==> src/rtl/toyup_io_defs.vh <==
// Register offsets and err-bit packing for the toyup I/O port bank.
// Shared with the CPU-side address decoder.
`ifndef TOYUP_IO_DEFS_VH
`define TOYUP_IO_DEFS_VH

`define TOYUP_REG_DATA_BASE   0
`define TOYUP_REG_STATUS_IN   0
`define TOYUP_REG_STATUS_OUT  1
`define TOYUP_REG_ERR         2

`define TOYUP_ERR_PACK(drop, ovr) {drop, ovr}

`endif

==> src/rtl/toyup_ioport_pkg.sv <==
// Shared types and helpers for the toyup I/O port bank.
// No logic; imported by toyup_ioport and toyup_io_chan.
package toyup_ioport_pkg;

    typedef enum logic {
        OUT_IDLE  = 1'b0,
        OUT_VALID = 1'b1
    } out_state_t;

    // Data registers, then STATUS_IN, STATUS_OUT, ERR.
    function automatic int toyup_addr_w(input int nch);
        return $clog2(nch + 3);
    endfunction

endpackage

==> src/rtl/toyup_io_chan.sv <==
// One input + one output channel: strobe sync/edge latch with overrun, output valid/ack FSM with drop.
// Latency: input latched SYNC_STAGES+1 clks after in_stb rises; output valid 1 clk after accepted write.
// Backpressure: none; unread input is overwritten (in_ovr), write into unacked output is dropped (out_drop).
module toyup_io_chan
    import toyup_ioport_pkg::*;
#(
    parameter int W           = 8,
    parameter int SYNC_STAGES = 2
) (
    input  logic         clk,
    input  logic         rst,
    input  logic         in_stb,
    input  logic [W-1:0] in_dat,
    input  logic         rd_clr,
    input  logic         ovr_clr,
    output logic [W-1:0] in_data,
    output logic         in_full,
    output logic         in_ovr,
    input  logic         wr_vld,
    input  logic [W-1:0] wr_dat,
    input  logic         out_ack,
    input  logic         drop_clr,
    output logic [W-1:0] out_dat,
    output logic         out_vld,
    output logic         out_drop
);

    logic [SYNC_STAGES-1:0] stb_sync;
    logic                   stb_prev;
    logic                   stb_rise;
    out_state_t             state;

    assign stb_rise = stb_sync[SYNC_STAGES-1] & ~stb_prev;
    assign out_vld  = (state == OUT_VALID);

    always_ff @(posedge clk) begin
        if (rst) begin
            stb_sync <= '0;
            stb_prev <= 1'b0;
            in_data  <= '0;
            in_full  <= 1'b0;
            in_ovr   <= 1'b0;
        end else begin
            stb_sync <= {stb_sync[SYNC_STAGES-2:0], in_stb};
            stb_prev <= stb_sync[SYNC_STAGES-1];
            // A new edge wins over a clearing read: data is replaced and the flag stays up.
            if (stb_rise) begin
                in_data <= in_dat;
                in_full <= 1'b1;
            end else if (rd_clr) begin
                in_full <= 1'b0;
            end
            if (stb_rise && in_full && !rd_clr) begin
                in_ovr <= 1'b1;
            end else if (ovr_clr) begin
                in_ovr <= 1'b0;
            end
        end
    end

    always_ff @(posedge clk) begin
        if (rst) begin
            state    <= OUT_IDLE;
            out_dat  <= '0;
            out_drop <= 1'b0;
        end else begin
            case (state)
                OUT_IDLE: begin
                    if (wr_vld) begin
                        out_dat <= wr_dat;
                        state   <= OUT_VALID;
                    end
                end
                OUT_VALID: begin
                    if (wr_vld && out_ack) begin
                        out_dat <= wr_dat;
                    end else if (out_ack) begin
                        state <= OUT_IDLE;
                    end
                end
            endcase
            if (wr_vld && (state == OUT_VALID) && !out_ack) begin
                out_drop <= 1'b1;
            end else if (drop_clr) begin
                out_drop <= 1'b0;
            end
        end
    end

endmodule

==> src/rtl/toyup_ioport.sv <==
// CPU register bank over NCH input/output channels: address decode, registered read mux, irq.
// Latency: rdata 1 clk after rd_en (held until next rd_en); irq 1 clk after any flag change.
// Backpressure: none toward the CPU; channel-level conflicts are reported through err bits.
`include "toyup_io_defs.vh"
module toyup_ioport
    import toyup_ioport_pkg::*;
#(
    parameter int W           = 8,
    parameter int NCH         = 2,
    parameter int SYNC_STAGES = 2,
    localparam int ADDR_W     = toyup_addr_w(NCH)
) (
    input  logic              clk,
    input  logic              rst,
    input  logic [ADDR_W-1:0] addr,
    input  logic              wr_en,
    input  logic              rd_en,
    input  logic [W-1:0]      wdata,
    output logic [W-1:0]      rdata,
    input  logic [NCH*W-1:0]  IPORT,
    input  logic [NCH-1:0]    in_stb,
    output logic [NCH*W-1:0]  OPORT,
    output logic [NCH-1:0]    out_vld,
    input  logic [NCH-1:0]    out_ack,
    output logic              irq
);

    localparam int EW = 2 * NCH;
    localparam logic [ADDR_W-1:0] A_STAT_IN  = ADDR_W'(NCH + `TOYUP_REG_STATUS_IN);
    localparam logic [ADDR_W-1:0] A_STAT_OUT = ADDR_W'(NCH + `TOYUP_REG_STATUS_OUT);
    localparam logic [ADDR_W-1:0] A_ERR      = ADDR_W'(NCH + `TOYUP_REG_ERR);

    logic [W-1:0]   in_data [NCH];
    logic [W-1:0]   out_dat [NCH];
    logic [NCH-1:0] in_full;
    logic [NCH-1:0] in_ovr;
    logic [NCH-1:0] out_drop;
    logic [NCH-1:0] rd_clr;
    logic [NCH-1:0] wr_vld;
    logic [NCH-1:0] ovr_clr;
    logic [NCH-1:0] drop_clr;
    logic [EW-1:0]  err_vec;
    logic [EW-1:0]  err_wclr;
    logic [W-1:0]   rd_mux;

    // The cast truncates out_drop when the bus is narrower than the packed err word.
    assign err_vec  = `TOYUP_ERR_PACK(out_drop, in_ovr);
    assign err_wclr = (wr_en && (addr == A_ERR)) ? EW'(wdata) : '0;
    assign ovr_clr  = err_wclr[NCH-1:0];
    assign drop_clr = err_wclr[EW-1:NCH];

    always_comb begin
        rd_clr = '0;
        wr_vld = '0;
        for (int k = 0; k < NCH; k++) begin
            rd_clr[k] = rd_en && (addr == ADDR_W'(`TOYUP_REG_DATA_BASE + k));
            wr_vld[k] = wr_en && (addr == ADDR_W'(`TOYUP_REG_DATA_BASE + k));
        end
    end

    always_comb begin
        rd_mux = '0;
        for (int k = 0; k < NCH; k++) begin
            if (addr == ADDR_W'(`TOYUP_REG_DATA_BASE + k)) begin
                rd_mux = in_data[k];
            end
        end
        if (addr == A_STAT_IN) begin
            rd_mux = W'(in_full);
        end else if (addr == A_STAT_OUT) begin
            rd_mux = W'(out_vld);
        end else if (addr == A_ERR) begin
            rd_mux = W'(err_vec);
        end
    end

    always_comb begin
        OPORT = '0;
        for (int k = 0; k < NCH; k++) begin
            OPORT[k*W +: W] = out_dat[k];
        end
    end

    always_ff @(posedge clk) begin
        if (rst) begin
            rdata <= '0;
            irq   <= 1'b0;
        end else begin
            if (rd_en) begin
                rdata <= rd_mux;
            end
            irq <= (|in_full) | (|in_ovr) | (|out_drop);
        end
    end

    for (genvar k = 0; k < NCH; k++) begin : g_chan
        toyup_io_chan #(
            .W           (W),
            .SYNC_STAGES (SYNC_STAGES)
        ) u_chan (
            .clk      (clk),
            .rst      (rst),
            .in_stb   (in_stb[k]),
            .in_dat   (IPORT[k*W +: W]),
            .rd_clr   (rd_clr[k]),
            .ovr_clr  (ovr_clr[k]),
            .in_data  (in_data[k]),
            .in_full  (in_full[k]),
            .in_ovr   (in_ovr[k]),
            .wr_vld   (wr_vld[k]),
            .wr_dat   (wdata),
            .out_ack  (out_ack[k]),
            .drop_clr (drop_clr[k]),
            .out_dat  (out_dat[k]),
            .out_vld  (out_vld[k]),
            .out_drop (out_drop[k])
        );
    end

endmodule
==> config.mk <==
export PLATFORM = sky130hd
export DESIGN_NAME = toyup_ioport
export DESIGN_NICKNAME = d
export VERILOG_FILES = /design/src/rtl/toyup_ioport_pkg.sv /design/src/rtl/toyup_io_chan.sv /design/src/rtl/toyup_ioport.sv
export VERILOG_INCLUDE_DIRS = /design/src /design/src/rtl
export SDC_FILE = /design/constraint.sdc
export NUM_CORES = 1
export LEC_CHECK = 0
export CORE_UTILIZATION = 51
export CTS_CLUSTER_DIAMETER = 150
export DETAILED_ROUTE_END_ITERATION = 6
export PLACE_DENSITY = 0.89
export SLEW_MARGIN = 20
export SYNTH_ARGS = -nofsm -noshare
export SYNTH_HDL_FRONTEND = slang
export SYNTH_SLANG_ARGS = --single-unit
==> constraint.sdc <==
create_clock -name clk -period 3.6 [get_ports clk]
set_input_delay 0.54 -clock clk [delete_from_list [all_inputs] [get_ports clk]]
set_output_delay 0.54 -clock clk [all_outputs]
set_load 0.01 [all_outputs]
# Word level (Yosys, flattened, before mapping)

Cells that the tools add are included.

Equality and inequality tests: 8
Reduce and logical (&&, ||, !) cells: 31
Muxes and demuxes: 32
Bitwise gates (word level): 8

Operators by type and width:

| kind               | count |
|---|---|
| $mux 8             | 9 |
| $pmux 8 s2         | 2 |
| $mux 1             | 18 |
| $logic_and 1x1->1  | 15 |
| $reduce_bool 2->1  | 6 |
| $eq 3x2->1 const B | 2 |
| $reduce_or 2->1    | 3 |
| $logic_not 1->1    | 4 |
| $mux 4             | 1 |
| $ne 2x1->1 const B | 2 |
| $ne 2x2->1 const B | 2 |
| $not 1->1          | 4 |
| $pmux 1 s2         | 2 |
| $reduce_and 2->1   | 2 |
| $eq 3x1->1 const B | 1 |
| $eq 3x3->1 const B | 1 |
| $logic_not 3->1    | 1 |
| $and 1x1->1        | 2 |
| $or 1x1->1         | 2 |

Register bits: 55
Word-level logic and storage cells: 97
Output and inout bits: 27
Bits of input ports: 35

# Depth between registers and ports, before layout

Gate-level depths: netlist of run 1.

Word-level depth: 6
Mapped depth: 5
Depth with buffers taken out: 3

# Cells and area by module

Synthesis of run 1 repeated with hierarchy kept, for this count alone.

Cell total of the unflattened synthesis: 262
Area, all modules: 2447.3 sq um

Modules (own cells, without submodules):

| module        | area an instance (sq um) | cells each | sequential area each (sq um) | instances |
|---|---|---|---|---|
| toyup_io_chan | 889.6                    | 94         | 460.4                        | 2 |
| toyup_ioport  | 668.1                    | 74         | 180.2                        | 1 |

# Worst setup path before layout of run 1

OpenSTA, ideal clock, no wires.

Path kind: input -> register
Start point: input port addr[1]
End point: register g_chan[0].u_chan.out_dat[0]
Path buffers: 1
Path slack: 2.079 ns
Stages on the path: 4
Data arrival time: 1.388 ns
Library setup time: 0.132 ns
Data required time: 3.468 ns
Cell sequence: or4b_1 -> buf_2 -> o21ai_1 -> a21oi_1

Cells in the longest elaborated chain, start to end: 5
Elaborated cells between the ends (all ways): 6
Those cells by class: eq/ne (2); reduce/logical (4)

Ends and longest elaborated chain:

| what                         | line                | RTL |
|---|---|---|
| start, declared              | toyup_ioport.sv:15  | `input logic [ADDR_W-1:0] addr,` |
| $logic_not 3->1 *            | toyup_ioport.sv:57  | `` wr_vld[k] = wr_en && (addr == ADDR_W'(`TOYUP_REG_DATA_BASE + k)); `` |
| $logic_and 1x1->1 *          | toyup_ioport.sv:57  |  |
| $logic_and 1x1->1            | toyup_io_chan.sv:75 | `if (wr_vld && out_ack) begin` |
| $ne 2x2->1 (no line)         | n/a                 |  |
| $reduce_and 2->1 (no line) * | n/a                 |  |
| end signal, assigned         | toyup_io_chan.sv:70 | `out_dat <= wr_dat;` |
| end signal, assigned         | toyup_io_chan.sv:76 | `out_dat <= wr_dat;` |
| end, declared                | toyup_io_chan.sv:23 | `output logic [W-1:0] out_dat,` |

Mark *: on every way between the ends. The rest lies on a longest branch, timed or not.
A chain may end at the register's enable or synchronous reset.

# Final worst setup path of run 1

Start point: input port addr[0]
End point: register g_chan[0].u_chan.out_dat[4]

Same word-level chain as after synthesis.

==> results of run 1 <==
stage by stage:
stage | worst slack, ns | hold slack [ns] | instances | cell area (sq um) | power (mW)
floorplan | 2.079 | 0.4138 | 262 | 2266 | 0.7105
global placement | 1.048 | 0.4194 | 351 | 2824 | 0.7686
detailed placement | 0.9185 | 0.4268 | 351 | 2824 | 0.7719
CTS | 1.248 | 0.4480 | 359 | 2942 | 1.183
global route | 1.113 | 0.4654 | 359 | 2942 | 1.216
finish | 1.212 | 0.4448 | 359 | 2942 | 1.176
final cells by class:
cell class              instances  area, sq um
flip-flops and latches         55         1101
well taps                      50        62.56
clock buffers                   6        82.58
multi-input cells             177         1021
repair buffers                 62        613.1
clock inverters                 2        35.03
inverters                       7        26.28
fillers                       333         1202
logic make-up after synthesis:
family	synth area share [%]
AO/OA/AOI/OAI	18.66
flip-flops	48.59
AND/OR/NAND/NOR	22.03
multiplexers	4.362
buffers and inverters	6.350
worst reg2reg max path, stage by stage (launching register included):
cell and delay [ns]:
dfxtp_1 0.37, nor2b_1 0.56, o21ai_1 0.15, a21oi_1 0.18
power breakdown:
group	internal, mW	switching (mW)
clock	0.225	0.191
sequential	0.625	0.00900
combinational	0.0664	0.0603
total	0.916	0.260
cells in the final DEF (no fill, tap or decap), drive strengths merged:
| master | netlist | routed |
|---|---|---|
| a211oi | 1 | 1 |
| a21oi | 45 | 45 |
| a221oi | 1 | 1 |
| a2bb2oi | 2 | 2 |
| a32oi | 1 | 1 |
| and4bb | 1 | 1 |
| buf | 12 | 2 |
| bufinv | 0 | 1 |
| clkbuf | 11 | 6 |
| clkdlybuf4s50 | 0 | 60 |
| clkinv | 0 | 1 |
| dfxtp | 55 | 55 |
| inv | 7 | 7 |
| mux2 | 7 | 7 |
| mux2i | 2 | 2 |
| nand2 | 38 | 38 |
| nand2b | 6 | 6 |
| nand3 | 21 | 21 |
| nand3b | 1 | 1 |
| nand4bb | 3 | 3 |
| nor2 | 5 | 5 |
| nor2b | 12 | 12 |
| nor3b | 1 | 1 |
| nor4 | 1 | 1 |
| nor4b | 1 | 1 |
| nor4bb | 1 | 1 |
| o21ai | 20 | 20 |
| o22ai | 1 | 1 |
| o32ai | 2 | 2 |
| o41ai | 2 | 2 |
| or3 | 1 | 1 |
| or4b | 1 | 1 |
per-layer routing:
metal / part of all wire (%) / global-route usage [%]
met2: 48 / 40.93
met5: 0 / 0
met1: 42 / 31.94
met3: 6.1 / 4.770
met4: 3.6 / 13.80
worst paths after layout:
check                                                from                                        to  slack, ns  cells after the start
hold reg to reg   g_chan[1].u_chan.stb_sync[0]$_SDFF_PP0_   g_chan[1].u_chan.stb_sync[1]$_SDFF_PP0_       0.44                      1
setup / recovery                                  addr[0]  g_chan[0].u_chan.out_dat[4]$_SDFFE_PP0P_       1.21                      4
setup reg to reg      g_chan[0].u_chan.out_vld$_SDFF_PP0_  g_chan[0].u_chan.out_dat[1]$_SDFFE_PP0P_       2.26                      3
hold / removal    g_chan[1].u_chan.stb_sync[0]$_SDFF_PP0_   g_chan[1].u_chan.stb_sync[1]$_SDFF_PP0_       0.44                      1
sequential cells by signal, summed over array words and instances, names as in the netlist:
signal,cells
g_chan.u_chan.in_data,16
g_chan.u_chan.in_full,2
g_chan.u_chan.in_ovr,2
g_chan.u_chan.out_dat,16
g_chan.u_chan.out_drop,2
g_chan.u_chan.out_vld,2
g_chan.u_chan.stb_prev,2
g_chan.u_chan.stb_sync,4
irq,1
rdata,8
==> summary.md, run 1 <==
| Metric | Value |
|---|---|
| Run status | `completed` |
| DRT iter0 DRCs | `159` |
| Largest stage delay on the critical path | `0.86 ns` |
| Unrepaired setup endpoints after global routing | `no` |
| Worst endpoint required time | `3.75 ns` |
| CTS clk-pin slew, worst paths | `0.09 ns` |
| Number of synthesized flops with an enable pin | `0` |
| Mapped Area | `2266 sq um` |
| Antenna cells | `0` |
| Mapped Cells | `262` |
| Setup TNS | `0 ns` |
| Post-synthesis sequential area ratio | `48.59%` |
| Avg Inst Size Synth | `8.649 sq um` |
| Fin crit share | `66.33%` |
| Minimum clock period | `2.388 ns` |
| Crit Path Max Fanout | `21` |
| Crit path cell chain | `clkdlybuf4s50_1, or4b_1, o21ai_1, a21oi_1` |
| Gr ovfl total | `0` |
| Synth-to-Final Area Change | `29.82%` |
| Clk buf depth | `2` |
| Post-synth ARST share | `0%` |
| Hold Fails Final Rpt | `0` |
| WL final | `5518 um` |
| WL/cell | `15.37 um` |
| Clk root buf | `clkbuf_8` |
| First-pass GRT wire length | `8645 um` |
| Fin nets | `343` |
| Most common cell in the netlist | `dfxtp_1` |
| Die W | `68.66 um` |
| Resize count post-CTS | `0` |
| Pwr per Cell Area | `399.9 nW/um^2` |
| Final setup viols | `0` |
| Startpoint types | `input port` |
| Worst Path Arrival | `2.54 ns` |
| Setup CP Type | `in2reg` |
| # IOs | `62` |
| Fmax | `418.8 MHz` |
| Post-CTS Setup Inserts | `0` |
| CTS H-tree lvls | `2` |
| Post-synth top area cell | `dfxtp_1` |
| Syn nets | `297` |
| Row count | `23` |
| Commonest cells in the netlist | `dfxtp_1, a21oi_1, nand2_1` |
| Class of the worst hold path | `reg2reg` |
| Post-DP HPWL | `3894 um` |
| Clock Sinks | `55` |
| Initial antenna violation count | `0` |
| Layout cells sized above 1 | `7.443%` |
| Slew headroom | `34.35%` |
| Slowest stage cell on the critical path | `or4b_1` |
| DRT antenna net count | `0` |
| Total GRT Usage | `25.43%` |
| RD Place Congestion | `0.8205` |
| Hold_buf cts | `0` |
| Top delay family on crit path | `simple AND/OR/NAND/NOR gates` |
| Initial Util | `54.68%` |
| DRC viols | `0` |
| Crit end category | `flip-flop` |
| Max cap viols | `0` |
| Util after Layout | `70.98%` |
| VDD IR max | `286.8 uV` |
| Largest net degree at the start of global routing | `59` |
| CTS buffer count | `5` |
| TritonRoute pass-1 iters | `4` |
| Synth unique cells | `36` |
| Via count | `2042` |
| Vias/cell | `5.688` |
| Vias in the first global route | `1884` |
| Leak | `1.010 nW` |
| Top cell type's share of synthesized area | `48.59%` |
| YS warnings | `0` |
| Post-synth top flop | `dfxtp_1` |
| Die footprint | `4714 sq um` |
| CTS tree | `yes` |
| Post-synthesis register bit count | `55` |
| Core area | `4144 sq um` |
| Worst Tran Pin Value | `0.9847 ns` |
| Critical path buffer and inverter count | `1` |
| Die height | `68.66 um` |
| Area contributors post-synth | `dfxtp_1, a21oi_1, nand2_1, nand3_1, mux2_2` |
| Port bufs | `61` |
| Clk Latency, worst-skew pair | `0.31 ns` |
| Worst clock skew | `0.004226 ns` |
| Number of max-slew violations in the final report | `0` |
Note: power is estimated with default switching activity, not from simulation.
==> run 2, diff against run 1 <==
--- a/config.mk
+++ b/config.mk
@@ -6,10 +6,10 @@
 export SDC_FILE = /design/constraint.sdc
 export NUM_CORES = 1
 export LEC_CHECK = 0
-export CORE_UTILIZATION = 51
+export CORE_UTILIZATION = 47
 export CTS_CLUSTER_DIAMETER = 150
 export DETAILED_ROUTE_END_ITERATION = 6
-export PLACE_DENSITY = 0.89
+export PLACE_DENSITY = 0.83
 export SLEW_MARGIN = 20
 export SYNTH_ARGS = -nofsm -noshare
 export SYNTH_HDL_FRONTEND = slang
==> constraint.sdc (replaced) <==
create_clock -name clk -period 2.2 [get_ports clk]
set_input_delay 0.33 -clock clk [delete_from_list [all_inputs] [get_ports clk]]
set_output_delay 0.33 -clock clk [all_outputs]
set_load 0.01 [all_outputs]
==> run 2 against run 1 <==
Effect of this change:
- sequential power increased by 64%
- clock skew is 0.0010 ns higher
- critical endpoint is now g_chan[1].u_chan.out_dat[7]$_SDFFE_PP0P_
- clock-buffer cell count is the same
- power increased by 53%
- wire length fell by 3.4%
- non-clock buffer count up 6
- worst hold slack improved by 0.016 ns
- largest cell class unchanged
- sequential share of layout area fell by 0.22 points
- die area is 8.3% higher
- global-route usage down 3.1 points
- cell count rose by 1.9%
==> summary.md, run 2 (synthesis gave the netlist of run 1 again) <==
| Metric | Value |
|---|---|
| Synth-to-Final Area Change | `30.59%` |
| Hold Fails Final Rpt | `0 (unchanged)` |
| Clk root buf | `clkbuf_8` |
| Final setup viols | `0 (unchanged)` |
| Commonest non-fill, non-tap cells in the layout | `clkdlybuf4s50_1, dfxtp_1, a21oi_1` |
| WL/cell | `14.56 um (-5.3%)` |
| Hold_buf cts | `0 (unchanged)` |
| Port bufs | `61 (unchanged)` |
| Gr ovfl total | `0 (unchanged)` |
| Vias/cell | `5.514 (-3.1%)` |
| Crit end category | `flip-flop` |
| Max cap viols | `0 (unchanged)` |
| Row count | `24 (+4.3%)` |
| Largest registers | `g_chan.u_chan.in_data (16), g_chan.u_chan.out_dat (16), rdata (8)` |
| Setup CP Type | `in2reg` |
| WL final | `5328 um (-3.4%)` |
| FF/Latch Area | `1101 sq um (unchanged)` |
| RD Place Congestion | `0.7637 (-6.9%)` |
| Vias in the first global route | `1979 (+5.0%)` |
| Worst clock skew | `0.005247 ns (+0.001021 ns)` |
| Setup TNS | `0 ns (unchanged)` |
| CTS tree | `yes` |
| Leak | `1.024 nW (+1.5%)` |
| Fmax | `579.8 MHz` |
| Run status | `completed` |
| CTS buffer count | `5 (unchanged)` |
| Core area | `4504 sq um (+8.7%)` |
| Util after Layout | `65.69% (-5.3 points)` |
| Largest net degree at the start of global routing | `45 (-24%)` |
| Clock Sinks | `55 (unchanged)` |
| Filler Cell Count | `403 (+21%)` |
| Unrepaired setup endpoints after global routing | `no` |
| Fin crit share | `78.40%` |
| Most common cell after layout, fill and taps aside | `clkdlybuf4s50_1` |
| Critical path buffer and inverter count | `2 (+1)` |
| # IOs | `62 (unchanged)` |
| Initial Util | `50.31% (-4.4 points)` |
| Worst endpoint required time | `2.36 ns (-1.39 ns)` |
| CTS H-tree lvls | `2 (unchanged)` |
| Crit Path Max Fanout | `13 (-38%)` |
| Final Cell Area | `2959 sq um (+0.60%)` |
| Slowest stage cell on the critical path | `nand4bb_1` |
| Antenna cells | `0 (unchanged)` |
| DRC viols | `0 (unchanged)` |
| Clk buf depth | `2 (unchanged)` |
| Die W | `71.44 um (+4.0%)` |
| Minimum clock period | `1.725 ns` |
| Post-DP HPWL | `3802 um (-2.4%)` |
| Class of the worst hold path | `reg2reg` |
| Resize count post-CTS | `0 (unchanged)` |
| Worst Tran Pin Value | `0.7827 ns (-0.2020 ns)` |
| Multi-input logic area | `1021 sq um (unchanged)` |
| Worst Path Arrival | `1.88 ns (-0.66 ns)` |
| Number of max-slew violations in the final report | `0 (unchanged)` |
| Post-CTS Setup Inserts | `0 (unchanged)` |
| Layout cells sized above 1 | `8.917% (+1.5 points)` |
| Pwr per Cell Area | `610.2 nW/um^2 (+53%)` |
| Startpoint types | `input port` |
| VDD IR max | `465.0 uV (+62%)` |
| Total GRT Usage | `22.31% (-3.1 points)` |
| CTS clk-pin slew, worst paths | `0.09 ns (about the same)` |
| Via count | `2018 (-1.2%)` |
| Die footprint | `5103 sq um (+8.3%)` |
| Top delay family on crit path | `buffers and inverters` |
| Crit path cell chain | `clkdlybuf4s50_1, buf_4, nand4bb_1, o21ai_0, a21oi_1` |
| DRT antenna net count | `0 (unchanged)` |
| Clk Latency, worst-skew pair | `0.30 ns (about the same)` |
| Min Hold Slack | `0.4608 ns (+0.01602 ns)` |
| Die height | `71.44 um (+4.0%)` |
| Fin nets | `349 (+1.7%)` |
| Initial antenna violation count | `0 (unchanged)` |
| TritonRoute pass-1 iters | `4 (unchanged)` |
| DRT iter0 DRCs | `197 (+24%)` |
| Largest stage delay on the critical path | `0.47 ns (-0.39 ns)` |
| First-pass GRT wire length | `8935 um (+3.4%)` |
| Slew headroom | `47.82% (+13 points)` |
| Placement-stage cell area | `2872 sq um (+1.7%)` |
==> run 2: cell types whose count changed in the layout (fill, tap and decap cells not counted), sizes merged <==
| cell | before | now |
|---|---|---|
| buf | 2 | 8 |
| bufinv | 1 | 0 |
==> run 2: where the power goes <==
| part | switching [mW] | internal (mW) |
|---|---|---|
| clock | 0.308 | 0.248 |
| combinational | 0.0988 | 0.115 |
| sequential | 0.0144 | 1.02 |
| total | 0.421 | 1.38 |
==> run 2: final timing paths <==
path              slack [ns]  cells after the start                                        to                                     from
setup / recovery        0.48                      5  g_chan[1].u_chan.out_dat[7]$_SDFFE_PP0P_                                  addr[2]
hold / removal          0.46                      1   g_chan[1].u_chan.stb_sync[1]$_SDFF_PP0_  g_chan[1].u_chan.stb_sync[0]$_SDFF_PP0_
setup reg to reg        0.80                      3  g_chan[1].u_chan.out_dat[7]$_SDFFE_PP0P_      g_chan[1].u_chan.out_vld$_SDFF_PP0_
hold reg to reg         0.46                      1   g_chan[1].u_chan.stb_sync[1]$_SDFF_PP0_  g_chan[1].u_chan.stb_sync[0]$_SDFF_PP0_
==> run 2: per-layer routing <==
metal  GRT usage [%]  vias up  wire length [um]
li1                -     1005                 -
met1           29.62      953              2498
met2           36.19       50              2549
met3           2.954       10               182
met4           10.44        0                98
met5               0        -                 0
==> run 2: per-stage QoR <==
step / cells / worst slack (ns) / total power, mW
floorplan: 262 / 0.8894 / 1.163
global placement: 359 / 0.3150 / 1.267
detailed placement: 359 / 0.2350 / 1.272
CTS: 366 / 0.5309 / 1.813
global route: 366 / 0.4473 / 1.876
finish: 366 / 0.4752 / 1.806
==> run 2: cell type report <==
class	instances	area share (%)
clock buffer	6	2.791
clock inverter	1	0.1691
inverter	7	0.8879
multi-input combinational	177	34.50
sequential	55	37.21
tap	52	2.199
timing repair buffer	68	22.24
==> run 2: worst register-to-register path: stages (launching register included) <==
cell and delay [ns]:
dfxtp_1 0.40, nor2b_1 0.52, o21ai_0 0.21, a21oi_1 0.19
